File: config.mk
export PLATFORM = sky130hd
export DESIGN_NAME = fpu_issue_ctrl
export DESIGN_NICKNAME = d
export VERILOG_FILES = /design/src/rtl/fpu_issue_ctrl.sv
export SDC_FILE = /design/constraint.sdc
export NUM_CORES = 1
export LEC_CHECK = 0
export BUFFER_PORTS_ARGS = -buffer_cell sky130_fd_sc_hd__buf_2
export CORE_MARGIN = 2
export CORE_UTILIZATION = 35
export DETAILED_ROUTE_END_ITERATION = 16
export PLACE_DENSITY = 0.71
export REMOVE_ABC_BUFFERS = 1
export SYNTH_ARGS = -nofsm -noshare
export SYNTH_HDL_FRONTEND = slang
export SYNTH_SLANG_ARGS = --single-unit
export TNS_END_PERCENT = 100
File: constraint.sdc
create_clock -name g_clk -period 1.8 [get_ports g_clk]
set_input_delay 0.18 -clock g_clk [delete_from_list [all_inputs] [get_ports g_clk]]
set_output_delay 0.18 -clock g_clk [all_outputs]
set_load 0.02 [all_outputs]
File: src/rtl/fpu_issue_ctrl.sv
// fpu_issue_ctrl: one-at-a-time sequencer in front of a fixed-latency multi-cycle FPU.
// Accepts an op, resolves the rounding mode, holds operands at the FPU for the op's latency,
// captures the result and offers it on a valid/ready response port.
module fpu_issue_ctrl #(
    parameter int unsigned LAT_ADD  = 3,
    parameter int unsigned LAT_MUL  = 4,
    parameter int unsigned LAT_SQRT = 12,
    parameter int unsigned LAT_DIV  = 12,
    parameter int unsigned LAT_MISC = 1
) (
    input  logic        g_clk,
    input  logic        g_rst,
    input  logic        flush,
    // request port
    input  logic        req_valid,
    output logic        req_ready,
    input  logic [4:0]  req_op,
    input  logic [2:0]  req_rm,
    input  logic [31:0] req_a,
    input  logic [31:0] req_b,
    input  logic [31:0] req_c,
    input  logic [4:0]  req_rd,
    input  logic [2:0]  sys_rm,
    // FPU side
    output logic [31:0] fpu_a,
    output logic [31:0] fpu_b,
    output logic [31:0] fpu_c,
    output logic [4:0]  fpu_sel,
    output logic [2:0]  fpu_rm,
    output logic        fpu_enable,
    input  logic [31:0] fpu_res,
    // response port
    output logic        rsp_valid,
    input  logic        rsp_ready,
    output logic [31:0] rsp_data,
    output logic [4:0]  rsp_rd,
    output logic        rsp_illegal,
    output logic        stall
);

    localparam int unsigned LAT_M01 = (LAT_ADD > LAT_MUL) ? LAT_ADD : LAT_MUL;
    localparam int unsigned LAT_M23 = (LAT_SQRT > LAT_DIV) ? LAT_SQRT : LAT_DIV;
    localparam int unsigned LAT_M03 = (LAT_M01 > LAT_M23) ? LAT_M01 : LAT_M23;
    localparam int unsigned LAT_MAX = (LAT_M03 > LAT_MISC) ? LAT_M03 : LAT_MISC;
    localparam int unsigned CNT_W   = (LAT_MAX > 1) ? $clog2(LAT_MAX) : 1;

    typedef enum logic [1:0] {
        StIdle = 2'd0,
        StExec = 2'd1,
        StDone = 2'd2
    } state_e;

    state_e             state_q, state_d;
    logic [CNT_W-1:0]   cnt_q, cnt_d;
    // Low for the cycle right after a reset edge so req_ready stays 0 until reset is released.
    logic               ready_en_q;

    logic [31:0]        a_q, b_q, c_q;
    logic [4:0]         sel_q;
    logic [2:0]         rm_q;
    logic [31:0]        data_q;
    logic [4:0]         rd_q;
    logic               ill_q;

    logic [2:0]         rm_res;
    logic               rm_illegal;
    logic               accept;

    // Remaining EXEC cycles after the first one, per op code.
    function automatic logic [CNT_W-1:0] lat_m1(input logic [4:0] op);
        int unsigned lat;
        case (op)
            5'd0, 5'd1: lat = LAT_ADD;
            5'd2:       lat = LAT_MUL;
            5'd4:       lat = LAT_SQRT;
            5'd8:       lat = LAT_DIV;
            default:    lat = LAT_MISC;
        endcase
        return CNT_W'(lat - 1);
    endfunction

    // Rounding-mode resolution; 111 selects the dynamic mode from fcsr.frm.
    always_comb begin
        rm_res     = (req_rm == 3'b111) ? sys_rm : req_rm;
        rm_illegal = (rm_res >= 3'd5);
        accept     = (state_q == StIdle) && ready_en_q && req_valid;
    end

    // Next-state and latency counter.
    always_comb begin
        state_d = state_q;
        cnt_d   = cnt_q;
        case (state_q)
            StIdle: begin
                if (accept) begin
                    state_d = rm_illegal ? StDone : StExec;
                    cnt_d   = lat_m1(req_op);
                end
            end
            StExec: begin
                if (cnt_q == '0) begin
                    state_d = StDone;
                end else begin
                    cnt_d = cnt_q - CNT_W'(1);
                end
            end
            StDone: begin
                if (rsp_ready) begin
                    state_d = StIdle;
                end
            end
            default: state_d = StIdle;
        endcase
        if (flush) begin
            state_d = StIdle;
        end
    end

    // State register with synchronous reset.
    always_ff @(posedge g_clk) begin
        if (g_rst) begin
            state_q    <= StIdle;
            cnt_q      <= '0;
            ready_en_q <= 1'b0;
        end else begin
            state_q    <= state_d;
            cnt_q      <= cnt_d;
            ready_en_q <= 1'b1;
        end
    end

    // Operand, select, rounding-mode and result capture.
    always_ff @(posedge g_clk) begin
        if (g_rst) begin
            a_q    <= '0;
            b_q    <= '0;
            c_q    <= '0;
            sel_q  <= '0;
            rm_q   <= '0;
            data_q <= '0;
            rd_q   <= '0;
            ill_q  <= 1'b0;
        end else if (flush) begin
            // Operands are kept; only the pending response status is dropped.
            ill_q <= 1'b0;
        end else begin
            case (state_q)
                StIdle: begin
                    if (accept) begin
                        a_q   <= req_a;
                        b_q   <= req_b;
                        c_q   <= req_c;
                        sel_q <= req_op;
                        rd_q  <= req_rd;
                        if (rm_illegal) begin
                            data_q <= '0;
                            ill_q  <= 1'b1;
                        end else begin
                            rm_q  <= rm_res;
                            ill_q <= 1'b0;
                        end
                    end
                end
                StExec: begin
                    if (cnt_q == '0) begin
                        data_q <= fpu_res;
                        ill_q  <= 1'b0;
                    end
                end
                default: ;
            endcase
        end
    end

    assign req_ready   = (state_q == StIdle) && ready_en_q;
    assign stall       = (state_q != StIdle);
    assign fpu_enable  = (state_q == StExec);
    assign rsp_valid   = (state_q == StDone);

    assign fpu_a       = a_q;
    assign fpu_b       = b_q;
    assign fpu_c       = c_q;
    assign fpu_sel     = sel_q;
    assign fpu_rm      = rm_q;
    assign rsp_data    = data_q;
    assign rsp_rd      = rd_q;
    assign rsp_illegal = ill_q;

endmodule

; ---- Word-level counts from Yosys, hierarchy flattened
; Cells that the tools add are included.
[classes]
magnitude_cmp = 1
n_reduce_logical = 16
mux = 21
add_sub_neg = 2
n_eq_ne = 12
bitwise = 2
[ops]
columns = op, n
row1 = $mux W32, 3
row2 = $pmux W32 S2, 1
row3 = $mux W4, 4
row4 = $pmux W4 S3, 1
row5 = $reduce_and A3 Y1, 4
row6 = $mux W2, 4
row7 = $pmux W4 S2, 1
row8 = $sub A4 B1 Y4 const B, 2
row9 = $ne A2 B2 Y1 const B, 3
row10 = $pmux W2 S3, 1
row11 = $reduce_or A2 Y1, 3
row12 = $eq A5 B1 Y1 const B, 1
row13 = $eq A5 B2 Y1 const B, 1
row14 = $eq A5 B3 Y1 const B, 1
row15 = $eq A5 B4 Y1 const B, 1
row16 = $logic_not A5 Y1, 1
row17 = $reduce_and A5 Y1, 1
row18 = $logic_not A4 Y1, 1
row19 = $mux W1, 4
row20 = $ne A2 B1 Y1 const B, 2
row21 = $reduce_and A4 Y1, 1
row22 = $reduce_bool A2 Y1, 2
row23 = $eq A3 B3 Y1 const B, 1
row24 = $ge A3 B3 Y1 const B, 1
row25 = other kinds (7), 9
[totals]
register_bits = 149
wordCells = 65

; ---- Depth between registers and ports, before layout
[logic_depth]
word_depth = 8
mapped_depth = 10
ltp_nobuf = 8

; ---- Worst setup path before layout
; No wires, ideal clock.
[synth_path]
kind = register -> register
start = register state_q[1]
end = register cnt_q[2]
n_path_buf = 1
arrival_ns = 1.537
slack_ns = 0.146
stages_incl_launch_ff = 10
t_required_ns = 1.683
synth_period_minus_slack_ns = 1.654
path_cell_list = dfxtp_1 > nand2b_1 > buf_2 > inv_1 > nor2_1 > a21oi_1 > ha_1 > o21ai_0 > mux2i_1 > a32o_1
[synth_rtl]
columns = element, line
row1 = start: declaration, 53  ; state_e state_q, state_d;
row2 = start signal: assignment, 122  ; state_q <= StIdle;
row3 = start signal: assignment, 126  ; state_q <= state_d;
row4 = $eq A2 B1 Y1 (*), n/a
row5 = named net fpu_enable, 30  ; output logic fpu_enable,
row6 = $ne A2 B2 Y1 (no line) / $reduce_bool A2 Y1 (equally long branches), n/a
row7 = $reduce_and A3 Y1 (no line), n/a
row8 = end signal: assignment, 127  ; cnt_q <= cnt_d;
row9 = end: declaration, 54  ; logic [CNT_W-1:0] cnt_q, cnt_d;
; The timed path passes the listed nets; every way through them passes the cells marked *.
; A chain may end at the register's enable or synchronous reset.

; ---- Worst setup path in the final report
[layout_path]
start = register cnt_q[1]
end = register data_q[14] (netlist: rsp_data[14])
[layout_via]
elab_chain_cells = 3
[layout_rtl]
columns = element, line
row1 = $logic_not A4 Y1, 165  ; if (cnt_q == '0) begin
row2 = $ne A2 B1 Y1 (no line), n/a
row3 = $reduce_and A5 Y1 (no line), n/a
row4 = end signal: assignment, 166  ; data_q <= fpu_res;
row5 = end: declaration, 61  ; logic [31:0] data_q;
; No other way between the ends.

==> results by group <==
Global routing
  – GRT Overall Usage: 0.212
  – Total grt overflow: 0
  – Largest net degree at the start of global routing: 75
  – Initial antenna violation count: 1
  – Vias in the first global route: 5,866
  – First-pass GRT wire length: 28,300 um

Clock tree
  – Clock slew at reported path FFs: 0.06 ns
  – CTS Root Cell: clkbuf_16
  – Num CTS Buffers: 17
  – Clk sinks: 149
  – CTS tree: built
  – Max Buffers Root-to-Sink: 2
  – H-tree depth: 4
  – Worst skew pair latency: 0.41 ns

Worst hold path
  – HP Class: in -> reg
  – Worst hold path cell count: 3

Synth
  – Sequential fraction of the synthesis area: 0.544
  – Post-synth cell types: 45
  – Post-synth EDFFs: 0
  – Syn_area_per_cell: 7.97 um^2
  – Yosys warnings: 0
  – Top_reg_cell synth: dfxtp_1
  – FFs w/ async S/R, synth: 0
  – Mapped Cells: 688
  – Yosys reg bits: 149
  – Post-Syn Area: 0.00548 mm^2

Floorplanning
  – Core ar.: 0.0153 mm^2
  – Site Rows: 45
  – Die Area: 0.0167 mm^2
  – Die Ht: 129 um
  – Starting Density: 0.359
  – I/O Pins: 295
  – Chip Width: 129 um

Route
  – Remaining DRCs: 0
  – Final WL: 18,300 um
  – DR iter-0 viols: 262
  – Vias: 6,107
  – 1st-pass router iterations: 5
  – Via density per instance: 4.67
  – Wire per inst: 14.0 um
  – ANT nets after route: 0

STA
  – Period utilisation layout: 0.949
  – Max-slew headroom: 0.472
  – Setup Viol. Count Final: 0
  – Transition time of the tightest slew-check pin: 0.792 ns
  – RSZ-0062 raised after global routing: no
  – Final hold vios: 0
  – Setup ws final: 0.0926 ns
  – FMAX: 586 MHz
  – Clock skew: 0.0107 ns
  – Slew Limit Fails: 0
  – Min cycle time layout: 1.71 ns

Critical path
  – FF-to-FF End: rsp_data[14]
  – Crit end category: flip-flop
  – Start of the worst register-to-register path: cnt_q[1]
  – CP Launch Point: cnt_q[1]
  – Worst Reg-to-Reg Cells: 5
  – Type of the worst setup path: reg -> reg
  – Startpoint Class: flip-flop
  – Crit path to: rsp_data[14]
  – CP max FO: 32
  – Reg2Reg Setup Slack: 0.09 ns
  – CP arrival: 2.04 ns
  – CP required: 2.13 ns

Final layout
  – Core Util, Final: 0.585
  – Antenna cell count: 0
  – Most common cell after layout, fill and taps aside: buf_2
  – Fraction of layout cells with a size suffix above 1: 0.329
  – Most frequent cells in the layout: buf_2 (293), nand2_1 (283), dfxtp_1 (147)
  – P&R area growth vs syn: 62.8%
  – Filler Cell Count: 1,308
  – Nets: 1,234
  – Layout Cells excl Fill: 1,308

Place
  – Detail Placement HPWL: 11,500 um
  – Number of port buffers: 294
  – Dpl ws: 0.0991 ns
  – GPL Wtd Cong: 0.850
  – DP Cell Count: 1,161

Pwr
  – VDD IR max: 656 uV
  – Total power: 7.95 mW
  – Static leakage: 4.04 nW
  – P per Cell Area: 890 mW/mm^2

Run status
  – Status: completed

Run
  – Max_cap viols: 0
==> worst min path at each step <==
| stage | end | startpoint |
|---|---|---|
| 3_5_place_dp | rsp_data[12] | fpu_res[12] |
| 4_1_cts | fpu_a[8] | req_a[8] |
| 3_3_place_gp | rsp_data[8] | fpu_res[8] |
| 6_report | fpu_a[19] | req_a[19] |
| 2_1_floorplan | cnt_q[3] | g_rst |
| 5_1_grt | fpu_c[11] | req_c[11] |
==> power breakdown <==
group / total, mW / leakage [nW] / switching, mW / internal [mW]
clock: 3.54 / 0.294 / 1.38 / 2.16
sequential: 3.45 / 1.21 / 0.0546 / 3.39
combinational: 0.957 / 2.53 / 0.493 / 0.464
==> state kept, by name (all words and copies together) (netlist names) <==
register and flops:
fpu_sel 5, state_q 2, fpu_c 32, rsp_data 32
fpu_rm 3, ready_en_q 1, cnt_q 4, rsp_illegal 1
rsp_rd 5, fpu_b 32, fpu_a 32
==> area by class of cell <==
cell class,count,area [um^2],share of cell area
Sequential cell,149,2990,0.334
Timing Repair Buffer,424,2800,0.314
Multi-Input combinational cell,487,2260,0.254
Clock buffer,21,470,0.0527
Tap cell,211,264,0.0296
Clock inverter,11,123,0.0137
Inverter,5,18.8,0.00210
==> synthesized netlist by cell type, drive strengths merged (2+ instances only) <==
| cell type | count | area, um^2 |
|---|---|---|
| nand3 | 2 | 10.0 |
| nor3 | 5 | 30.0 |
| buf | 26 | 168 |
| or4 | 2 | 15.0 |
| o21ai | 42 | 248 |
| nand2b | 2 | 12.5 |
| clkbuf | 21 | 78.8 |
| and2 | 2 | 15.0 |
| nand3b | 2 | 15.0 |
| inv | 4 | 15.0 |
| xor2 | 2 | 17.5 |
| or2 | 3 | 18.8 |
| a211oi | 2 | 27.5 |
| a21oi | 115 | 576 |
| nand2 | 283 | 1060 |
| nor2 | 7 | 26.3 |
| dfxtp | 149 | 2980 |
| nor4 | 2 | 18.8 |
==> timing repair <==
item,in CTS,in global routing
resized for setup,0,4
hold buffers,115,0
setup endpoints to repair,0,31
hold endpoints to repair,115,0
setup buffers,0,0
==> critical path: stages, from the launching register on <==
cell and delay [ns]:
dfxtp_1 0.37, or4_1 0.60, nor3_4 0.23, buf_12 0.21, nand2_1 0.11, o21ai_0 0.10
==> logic make-up after synthesis <==
logic type      count (synthesis)  share of synthesized area
flops                         149                      0.544
simple gates                  313                      0.228
fa+ha+maj                       1                    0.00228
mux                             1                    0.00183
xor+xnor                        2                    0.00319
buf+inv                        52                     0.0484
compound gates                170                      0.172
==> routing by layer <==
metal	wire length (um)	vias to the layer above	track usage	share of wire
li1	-	3034	-	-
met5	13	-	0	0.00071
met4	394	2	0.0786	0.022
met1	7210	2766	0.231	0.39
met3	1610	39	0.0784	0.088
met2	9060	266	0.378	0.50
==> per-stage QoR <==
step / instance area (um^2) / setup TNS [ns] / hold WS, ns
finish: 8930 / 0 / 0.0184
global route: 8930 / 0 / 0.00292
CTS: 8910 / 0 / 0.000366
detailed placement: 7170 / 0 / 0.381
global placement: 7170 / 0 / 0.371
floorplan: 5240 / -528.29 / 0.249
Note: power is estimated with default switching activity, not from simulation.
